`config.mk`:
```
export PLATFORM = sky130hd
export DESIGN_NAME = bcd_sub_serial
export DESIGN_NICKNAME = d
export VERILOG_FILES = /design/src/rtl/bcd_pkg.sv /design/src/rtl/bcd_digit_sub.sv /design/src/rtl/bcd_sub_serial.sv
export SDC_FILE = /design/constraint.sdc
export NUM_CORES = 1
export LEC_CHECK = 0
export ABC_CLOCK_PERIOD_IN_PS = 2860
export CAP_MARGIN = 5
export CORE_MARGIN = 2
export CORE_UTILIZATION = 30
export CTS_CLUSTER_DIAMETER = 200
export DETAILED_ROUTE_END_ITERATION = 6
export HOLD_SLACK_MARGIN = 0.05
export SLEW_MARGIN = 20
export SYNTH_ARGS = -nofsm -noshare
export SYNTH_HDL_FRONTEND = slang
export SYNTH_HIERARCHICAL = 1
export SYNTH_SLANG_ARGS = --single-unit
export TNS_END_PERCENT = 30
```
`constraint.sdc`:
```
create_clock -name clk -period 2.86 [get_ports clk]
set_input_delay 0.572 -clock clk [delete_from_list [all_inputs] [get_ports clk]]
set_output_delay 0.572 -clock clk [all_outputs]
set_load 0.01 [all_outputs]
```
`src/rtl/bcd_pkg.sv`:
```
// Shared constants and state encoding for the decimal arithmetic datapath.
// Imported by the serial BCD subtractor and its per-digit slice.
package bcd_pkg;

  localparam int DIGIT_W   = 4;
  localparam int BCD_MAX   = 9;
  localparam int BCD_RADIX = 10;

  typedef enum logic [1:0] {
    IDLE = 2'd0,
    RUN  = 2'd1,
    DONE = 2'd2
  } state_t;

endpackage

```
`src/rtl/bcd_digit_sub.sv`:
```
// One BCD digit of subtraction with borrow: d = a - b - bin, wrapped into 0..9.
// Also flags either input digit outside the BCD range.
module bcd_digit_sub
  import bcd_pkg::*;
(
  input  logic [DIGIT_W-1:0] a,
  input  logic [DIGIT_W-1:0] b,
  input  logic               bin,
  output logic [DIGIT_W-1:0] d,
  output logic               bout,
  output logic               bad
);

  logic [5:0] w_t;
  logic [5:0] w_adj;

  // Six-bit two's-complement difference; bit 5 set means the digit went negative.
  assign w_t   = {2'b00, a} - {2'b00, b} - {5'b00000, bin};
  assign w_adj = w_t + 6'(BCD_RADIX);
  assign bout  = w_t[5];
  assign d     = bout ? w_adj[DIGIT_W-1:0] : w_t[DIGIT_W-1:0];
  assign bad   = (a > 4'(BCD_MAX)) || (b > 4'(BCD_MAX));

endmodule

```
`src/rtl/bcd_sub_serial.sv`:
```
// Digit-serial packed-BCD subtractor: Diff = A - B, one digit per clock, LSD first.
// Ten's-complement result with borrow flag; start/busy/done handshake.
module bcd_sub_serial
  import bcd_pkg::*;
#(
  parameter int NDIGITS = 2
) (
  input  logic                       clk,
  input  logic                       rst_n,
  input  logic                       start,
  input  logic [DIGIT_W*NDIGITS-1:0] A,
  input  logic [DIGIT_W*NDIGITS-1:0] B,
  output logic [DIGIT_W*NDIGITS-1:0] Diff,
  output logic                       Borrow,
  output logic                       Invalid,
  output logic                       busy,
  output logic                       done
);

  localparam int W     = DIGIT_W * NDIGITS;
  localparam int CNT_W = (NDIGITS > 1) ? $clog2(NDIGITS) : 1;
  localparam logic [CNT_W-1:0] LAST_DIGIT = CNT_W'(NDIGITS - 1);

  state_t           r_state;
  logic [CNT_W-1:0] r_cnt;
  logic [W-1:0]     r_a;
  logic [W-1:0]     r_b;
  logic [W-1:0]     r_work;
  logic             r_br;
  logic             r_inv;

  logic [DIGIT_W-1:0] w_d;
  logic               w_bout;
  logic               w_bad;

  bcd_digit_sub u_digit (
    .a    (r_a[DIGIT_W-1:0]),
    .b    (r_b[DIGIT_W-1:0]),
    .bin  (r_br),
    .d    (w_d),
    .bout (w_bout),
    .bad  (w_bad)
  );

  // NOTE: every state flop uses <= so all updates see pre-edge values, regardless of statement order.
  always_ff @(posedge clk) begin
    if (!rst_n) begin
      r_state <= IDLE;
      r_cnt   <= '0;
      r_a     <= '0;
      r_b     <= '0;
      r_work  <= '0;
      r_br    <= 1'b0;
      r_inv   <= 1'b0;
      Diff    <= '0;
      Borrow  <= 1'b0;
      Invalid <= 1'b0;
      busy    <= 1'b0;
      done    <= 1'b0;
    end else begin
      case (r_state)
        IDLE: begin
          done <= 1'b0;
          busy <= 1'b0;
          if (start) begin
            r_a     <= A;
            r_b     <= B;
            r_br    <= 1'b0;
            r_inv   <= 1'b0;
            r_cnt   <= '0;
            r_work  <= '0;
            r_state <= RUN;
          end
        end
        RUN: begin
          busy   <= 1'b1;
          r_a    <= r_a >> DIGIT_W;
          r_b    <= r_b >> DIGIT_W;
          r_work <= (r_work >> DIGIT_W) | (W'(w_d) << (W - DIGIT_W));
          r_br   <= w_bout;
          // Every captured digit passes through the slice once, so OR-ing covers all of A and B.
          r_inv  <= r_inv | w_bad;
          r_cnt  <= r_cnt + 1'b1;
          if (r_cnt == LAST_DIGIT) r_state <= DONE;
        end
        DONE: begin
          done    <= 1'b1;
          Invalid <= r_inv;
          Diff    <= r_inv ? '0 : r_work;
          Borrow  <= r_inv ? 1'b0 : r_br;
          r_state <= IDLE;
        end
        default: r_state <= IDLE;
      endcase
    end
  end

endmodule

```
* Word level (Yosys, flattened, before mapping) *
Cells that the tools add are included.
Widths: inputs -> output; s select.

storage, ports and cells
  flip-flop bits (word level) = 41
  input bits = 19
  output and inout port bits = 12
  logic and storage cells = 48

operators by class
  $add $sub $neg = 4
  $lt $le $gt $ge = 2
  equal/unequal tests = 4
  mux-type cells = 18
  bitwise operators = 2
  reductions and logical operators = 6

operators with widths
  cell                 number
  $pmux 8 s2           3
  $mux 8               4
  $pmux 1 s2           5
  $gt 4x4->1 const B   2
  $or 4x8->8           1
  $sub 6x1->6          1
  $sub 4x4->5          1
  $add 4x4->4 const B  1
  $mux 2               2
  $mux 4               1
  $ne 2x2->1 const B   2
  $pmux 2 s2           1
  $reduce_and 2->1     2
  $reduce_bool 2->1    2
  $eq 2x1->1 const B   1
  $eq 2x2->1 const B   1
  $logic_not 2->1      1
  $mux 1               2
  $add 1x1->1 const B  1
  $logic_or 1x1->1     1
  $or 1x1->1           1

* Longest topological paths before layout *
Gate-level depths: netlist of the first run.

  word-level depth = 6
  depth in mapped cells = 10
  gate-level depth less buffers = 10

* Hierarchy *
The synthesis of the first run kept the hierarchy.

by module, submodules not included
  module          instances  cells an instance  area each (µm²)  seq. area each (µm²)
  bcd_sub_serial  1          125                1,475.2          820.8
  bcd_digit_sub   1          40                 324.1            0.0

* Worst setup path before layout of the first run *
No wires, ideal clock.

  path type = reg-to-reg
  start = register r_a[0]
  end = register r_work[7]
  setup time = 117 ps
  arrival time = 2,140 ps
  required time = 2,743 ps
  slack = 603 ps
  cell stages (with the launch flop) = 11
  path buffers = 0
  period minus slack after synthesis = 2,257 ps
  path through = dfxtp_1 inv_1 ha_1 fa_1 ha_1 xnor2_1 ha_1 nor3_1 nand2b_1 mux2i_1 a22o_1

on the way
  word-level cells in the longest chain between the ends = 6

RTL lines
  item                    line                  source
  from (decl)             bcd_sub_serial.sv:26  logic [W-1:0] r_a;
  from (signal assigned)  bcd_sub_serial.sv:77  r_a <= r_a >> DIGIT_W;
  $sub 4x4->5 *           bcd_digit_sub.sv:18   assign w_t = {2'b00, a} - {2'b00, b} - {5'b00000, bin};
  $sub 6x1->6 *           bcd_digit_sub.sv:18
  $add 4x4->4             bcd_digit_sub.sv:19   assign w_adj = w_t + 6'(BCD_RADIX);
  $mux 4 *                bcd_digit_sub.sv:21   assign d = bout ? w_adj[DIGIT_W-1:0] : w_t[DIGIT_W-1:0];
  via w_d[3]              bcd_sub_serial.sv:32  logic [DIGIT_W-1:0] w_d;
  $or 4x8->8 *            bcd_sub_serial.sv:79  r_work <= (r_work >> DIGIT_W) | (W'(w_d) << (W - DIGIT_W));
  $pmux 8 s2 *            bcd_sub_serial.sv:61  case (r_state)
  to (signal assigned)    bcd_sub_serial.sv:79
  to (decl)               bcd_sub_serial.sv:28  logic [W-1:0] r_work;

Mark *: on every way through the listed nets, which the timed path passes. The rest lies on a longest branch.
A chain may end at the register's enable or synchronous reset.

* Worst setup path after layout of the first run *
Same ends and word-level chain as after synthesis.

==> out/metrics.csv, run 1 <==
stage,metric,value,unit
clock_tree,cts_tree,yes,
synthesis,async_reset_ff_frac,0,
synthesis,ys_warn_count,6,
drt,drt_iter0_markers,65,
synthesis,ys_seq_area_frac,0.456,
synthesis,syn_area,0.00180,mm²
clock_tree,cts_hold_buffers,0,
synthesis,synth_seq_cells,41,
clock_tree,cts_resized,0,
sta,fmax,419,MHz
drt,via_per_inst,4.67,
pwr,power.density,593,mW/mm²
sta,period_needed,2.39,ns
sta,timing.final.crit_share,0.835,
place,place.gp.congestion,0.716,
synthesis,ys_types,39,
drt,avgRoutedWirePerCell,11.7,µm
sta,hold_viol_final,0,
sta,slew_viol_final,0,
synthesis,syn_avg_cell_area,10.9,µm²
place,hpwl,2360,µm
cells_and_area,layout-drive-gt1-share,0.101,
synthesis,netlist_top_cells_area,"dfxtp_1, a22o_1, mux2i_1",
run_status,outcome,"complete, no violations",
pwr,p_int,0.00102,W
drt,routed_wl,3190,µm
floorplan,start_util,0.308,
synthesis,syn_nets,192,
floorplan,rows,28,
sta,finalSetupViolations,0,
pwr,clockPowerShare,0.348,
drt,via_count,1276,
synthesis,synth_flop_cell,dfxtp_1,
sta,worstMarginPinSlew,0.547,ns
floorplan,boundaryPins,31,
worst_setup_path,crit_type,flop to flop,
clock_tree,max-clock-path-buffers,2,
sta,max_slew_margin,0.635,
drt,route.detailed.drc,0,
cells_and_area,final_core_util,0.389,
pwr,vdd_drop_max,293,µV
sta,rsz0062_at_grt,false,
clock_tree,insertion_delay,0.28,ns
global_routing,gr-usage-all-layers,0.105,
pwr,seqPwrFrac,0.461,
global_routing,grt_pass1_vias,1212,
clock_tree,clk_pin_slew,0.08,ns
drt,drt_pass1_iterations,4,
synthesis,synth_cells,165,
pwr,p_sw,0.000327,W
hold_path,hold_path.class,flop to flop,
worst_setup_path,start_kind,flop,
synthesis,yosysTopAreaCellShare,0.456,
worst_setup_path,path_max_fanout,3,
drt,ant_nets,0,
global_routing,antenna_found_initial,0,
synthesis,yosys.area.top_type,dfxtp_1,
global_routing,grt_first_pass_wirelength,5470,µm
clock_tree,cts.sinks,41,
floorplan,dieArea,0.00663,mm²
floorplan,coreArea,0.00585,mm²
global_routing,grt-ovfl-total,0,
pwr,switching_share,0.242,
clock_tree,root_buffer,clkbuf_8,
cells_and_area,n_antenna_cell,0,
worst_setup_path,crit_required,3.04,ns
clock_tree,cts-htree-levels,2,
sta,fin_skew,0.00454,ns
floorplan,die_w,81.4,µm
clock_tree,post_cts_buffers,0,
worst_setup_path,crit_path_end_kind,flop,
place,io_buffers,30,
floorplan,dieHeight,81.4,µm
pwr,power_leakage,0.881,nW
cells_and_area,area_growth,26.6,%
sta,setup-tns-final,0,ns
global_routing,grt_start_max_net_pins,17,
pwr,power_frac_comb,0.190,
synthesis,synth_edf_count,0,
cells_and_area,finish.net_count,224,
worst_setup_path,cp.arrival,2.56,ns
clock_tree,cts_buffers,5,
flow_run,maxCapViolCount,0,
## final timing paths
path | startpoint | endpoint | slack [ns] | depth (start not counted)
max | r_a[0] | r_work[7] | 0.47 | 10
min | done | done | 0.47 | 2
max reg2reg | r_a[0] | r_work[7] | 0.47 | 10
min reg2reg | done | done | 0.47 | 2
## worst max-delay path: stages, from the launching register on
cell and delay (ns):
dfxtp_1 0.33, inv_1 0.04, ha_1 0.21, fa_1 0.46
ha_1 0.22, xnor2_1 0.14, ha_1 0.23, nor3_1 0.24
nand2b_1 0.14, mux2i_1 0.06, a22o_1 0.20
## final cells by class
cell class	count	area (µm²)
Clock inverter	1	30.0
Clock buffer	7	86.3
Multi-Input combinational cell	107	886
Tap cell	75	93.8
Timing Repair Buffer	34	330
Sequential cell	41	821
Inverter	8	30.0
Fill cell	594	3570
## flip-flops by register name (all words and copies together), names as in the netlist
signal and count:
Borrow 1, Diff 8, Invalid 1, busy 1, done 1, r_a 8, r_b 8, r_br 1
r_cnt 1, r_inv 1, r_state 2, r_work 8
## kinds of logic (layout without fill, tap and decap cells)
group                      after synthesis  after routing  synth area share
AOI/OAI and AO/OA                       55             55             0.234
DFF                                     41             41             0.456
and+or+nand+nor                         27             27             0.104
buffers and inverters                   17             50            0.0515
muxes                                   13             13            0.0758
adders and majority gates                8              8            0.0598
xor gates and xnor gates                 4              4            0.0195
## Yosys cell counts, types with 2 or more instances
| cell type | number |
|---|---|
| inv_1 | 8 |
| nand2b_1 | 4 |
| nand2_1 | 2 |
| buf_6 | 3 |
| nor2_1 | 5 |
| dfxtp_1 | 41 |
| mux2i_1 | 11 |
| o21ai_1 | 8 |
| a21oi_1 | 3 |
| nor2b_1 | 3 |
| buf_2 | 5 |
| o211ai_1 | 8 |
| ha_1 | 7 |
| o21ai_0 | 5 |
| xnor2_1 | 3 |
| a22o_1 | 26 |
## cell usage in the layout, fill, tap and decap left out, types with 2 or more instances in the layout
master	n
a21oi_1	3
a22o_1	26
o21ai_0	5
nor2_1	5
inv_1	8
clkdlybuf4s50_1	30
xnor2_1	3
buf_4	4
dfxtp_1	41
nand2b_1	4
ha_1	7
nor2b_1	3
mux2i_1	11
nand2_1	2
clkbuf_8	6
o211ai_1	8
o21ai_1	8
## metrics by stage
| step | setup WS [ns] | total power (W) | area [µm²] | instances | hold WS (ns) |
|---|---|---|---|---|---|
| detailed placement | 0.489 | 0.000896 | 2160 | 265 | 0.458 |
| global placement | 0.551 | 0.000892 | 2160 | 265 | 0.457 |
| finish | 0.472 | 0.00135 | 2280 | 273 | 0.465 |
| floorplan | 0.603 | 0.000833 | 1800 | 165 | 0.443 |
| CTS | 0.484 | 0.00137 | 2280 | 273 | 0.472 |
| global route | 0.297 | 0.00143 | 2280 | 273 | 0.495 |
## power by group through the flow
stage / Combinational, W / Sequential (W) / Clock [W]
2_1_floorplan: 0.000203 / 0.000630 / 0
3_3_place_gp: 0.000256 / 0.000636 / 0
3_5_place_dp: 0.000260 / 0.000636 / 0
4_1_cts: 0.000260 / 0.000623 / 0.000487
5_1_grt: 0.000287 / 0.000627 / 0.000512
6_report: 0.000257 / 0.000623 / 0.000470
## layer usage
metal / routed length [µm] / vias to the layer above / track usage
met5: 0 / - / 0
met4: 24 / 0 / 0.0305
met3: 145 / 2 / 0.0319
met2: 1370 / 25 / 0.167
met1: 1660 / 586 / 0.138
li1: - / 663 / -
Note: power is estimated with default switching activity, not from simulation.
==> inputs of run 2 (changes only) <==
--- a/config.mk
+++ b/config.mk
@@ -5,7 +5,7 @@
 export SDC_FILE = /design/constraint.sdc
 export NUM_CORES = 1
 export LEC_CHECK = 0
-export ABC_CLOCK_PERIOD_IN_PS = 2860
+export ABC_CLOCK_PERIOD_IN_PS = 2050
 export CAP_MARGIN = 5
 export CORE_MARGIN = 2
 export CORE_UTILIZATION = 30
==> constraint.sdc (replaced) <==
create_clock -name clk -period 2.05 [get_ports clk]
set_input_delay 0.41 -clock clk [delete_from_list [all_inputs] [get_ports clk]]
set_output_delay 0.41 -clock clk [all_outputs]
set_load 0.01 [all_outputs]
==> run 2 against run 1 <==
Against the previous run:
- register-to-register slack worse by 0.61 ns
- die area unchanged
- the run now ends with negative setup slack left
- worst setup slack worse by 0.61 ns
- critical path depth down 1
- first-iteration DRC count down 23%
==> out/metrics.csv, run 2 (synthesis results as in run 1) <==
stage,metric,value,unit,change
clock_tree,cts-htree-levels,2,,unchanged
floorplan,boundaryPins,31,,unchanged
pwr,power.density,830,mW/mm²,+40%
place,io_buffers,30,,unchanged
drt,ant_nets,0,,unchanged
sta,worstMarginPinSlew,0.580,ns,+0.0321 ns
clock_tree,root_buffer,clkbuf_8,,
sta,period_needed,2.19,ns,-0.202 ns
global_routing,grt_first_pass_wirelength,5710,µm,+4.3%
floorplan,rows,28,,unchanged
global_routing,antenna_found_initial,0,,unchanged
cells_and_area,final_cell_mix,"dfxtp_1, clkdlybuf4s50_1, a22o_1",,
worst_setup_path,crit_type,flop to flop,,
place,dpl_worst_slack,-0.238,ns,-0.727 ns
cells_and_area,n_antenna_cell,0,,unchanged
drt,via_per_inst,4.69,,+0.30%
hold_path,hold_path.class,flop to flop,,
sta,hold_viol_final,0,,unchanged
floorplan,dieHeight,81.4,µm,unchanged
global_routing,grt_start_max_net_pins,15,,-2
pwr,vdd_drop_max,421,µV,+44%
pwr,power_leakage,0.929,nW,+5.4%
global_routing,gr-usage-all-layers,0.111,,+0.00577
sta,fin_skew,0.00514,ns,+0.000599 ns
place,place.gp.congestion,0.774,,+8.1%
sta,setup-tns-final,-0.217,ns,-0.217 ns
sta,rsz0062_at_grt,true,,
place,hpwl,2400,µm,+1.7%
run_status,outcome,"complete, but fails checks",,
sta,finalSetupViolations,3,,+3
worst_setup_path,cp.arrival,2.37,ns,-0.19 ns
sta,slew_viol_final,0,,unchanged
clock_tree,cts_buffers,5,,unchanged
drt,drt_pass1_iterations,4,,unchanged
drt,via_count,1322,,+3.6%
floorplan,coreArea,0.00585,mm²,unchanged
worst_setup_path,crit_required,2.24,ns,-0.80 ns
pwr,p_total,0.00199,W,+48%
sta,timing.final.crit_share,1.07,,+0.231
drt,avgRoutedWirePerCell,11.9,µm,+1.7%
clock_tree,cts_hold_buffers,0,,unchanged
place,dp.cells,274,,+3.4%
cells_and_area,final_common_cell,dfxtp_1,,
clock_tree,cts.sinks,41,,unchanged
clock_tree,max-clock-path-buffers,2,,unchanged
global_routing,grt_pass1_vias,1276,,+5.3%
drt,routed_wl,3350,µm,+5.0%
worst_setup_path,path_max_fanout,3,,unchanged
clock_tree,insertion_delay,0.29,ns,about the same
cells_and_area,final_core_util,0.410,,+0.0212
floorplan,dieArea,0.00663,mm²,unchanged
global_routing,grt-ovfl-total,0,,unchanged
sta,max_slew_margin,0.612,,-0.0223
cells_and_area,area_growth,33.4,%,
floorplan,start_util,0.308,,unchanged
cells_and_area,layout-drive-gt1-share,0.198,,+0.0971
worst_setup_path,start_kind,flop,,
sta,layout_setup_ws,-0.136,ns,-0.608 ns
sta,fmax,457,MHz,+9.2%
cells_and_area,finish.net_count,233,,+4.0%
cells_and_area,fin_cells,282,,+3.3%
clock_tree,cts_tree,yes,,
clock_tree,clk_pin_slew,0.08,ns,about the same
run_status,violations,negative setup slack,,
worst_setup_path,crit_path_end_kind,flop,,
drt,drt_iter0_markers,50,,-23%
flow_run,maxCapViolCount,0,,unchanged
floorplan,die_w,81.4,µm,unchanged
clock_tree,post_cts_buffers,0,,unchanged
drt,route.detailed.drc,0,,unchanged
==> run 2: changes by cell type in the layout (fill, tap and decap cells not counted), sizes merged <==
cell,delta
buf,+9
clkinvlp,+1
clkbuf,-1
==> run 2: area by class of cell <==
class	count	area (µm²)
fillers	590	3450
multi-input cells	107	936
flip-flops and latches	41	823
repair buffers	43	398
well taps	75	93.8
clock buffers	6	82.6
clock inverters	2	37.5
inverters	8	30.0
==> run 2: path summary, 6_finish.rpt <==
kind / slack, ns / start / to / cells after the start
worst max-delay path: -0.14 / r_a[0] / r_work[6] / 9
worst min-delay path: 0.47 / done / done / 2
worst max register to register: -0.14 / r_a[0] / r_work[6] / 9
worst min register to register: 0.47 / done / done / 2
==> run 2: report_power, final <==
| part | switching [W] | internal, W |
|---|---|---|
| Combinational | 0.000190 | 0.000251 |
| Clock | 0.000284 | 0.000396 |
| Sequential | 0.0000324 | 0.000838 |
| Total | 0.000506 | 0.00149 |
==> run 2: repair_timing <==
item,in CTS,in global routing
pin swaps,6,0
endpoints found under the setup margin,3,3
resized for setup,10,0
gates cloned,0,0
==> run 2: critical path, stage by stage (launching register included) <==
cell and delay (ns):
dfxtp_2 0.33, inv_2 0.04, ha_4 0.15, fa_2 0.36
xor2_2 0.21, and3_4 0.24, nand2_4 0.05, o211ai_4 0.18
mux2_4 0.31, a22o_1 0.20
==> run 2: per-layer routing <==
| layer | part of all wire | track usage | wire [µm] |
|---|---|---|---|
| met1 | 0.50 | 0.142 | 1680 |
| met2 | 0.44 | 0.175 | 1490 |
| met3 | 0.045 | 0.0352 | 151 |
| met4 | 0.0072 | 0.0407 | 24 |
| met5 | 0 | 0 | 0 |
==> run 2: per-stage QoR <==
stage / hold slack [ns] / area [µm²]
6_report: 0.474 / 2400
5_1_grt: 0.498 / 2400
4_1_cts: 0.481 / 2400
3_5_place_dp: 0.455 / 2240
3_3_place_gp: 0.456 / 2240
2_1_floorplan: 0.443 / 1810
==> inputs of run 3 (changes only) <==
--- a/config.mk
+++ b/config.mk
@@ -11,6 +11,7 @@
 export CORE_UTILIZATION = 30
 export CTS_CLUSTER_DIAMETER = 200
 export DETAILED_ROUTE_END_ITERATION = 6
+export GPL_ROUTABILITY_DRIVEN = 0
 export HOLD_SLACK_MARGIN = 0.05
 export SLEW_MARGIN = 20
 export SYNTH_ARGS = -nofsm -noshare
==> results of run 3 <==
Final layout, timing and power as in run 2 (identical DEF).
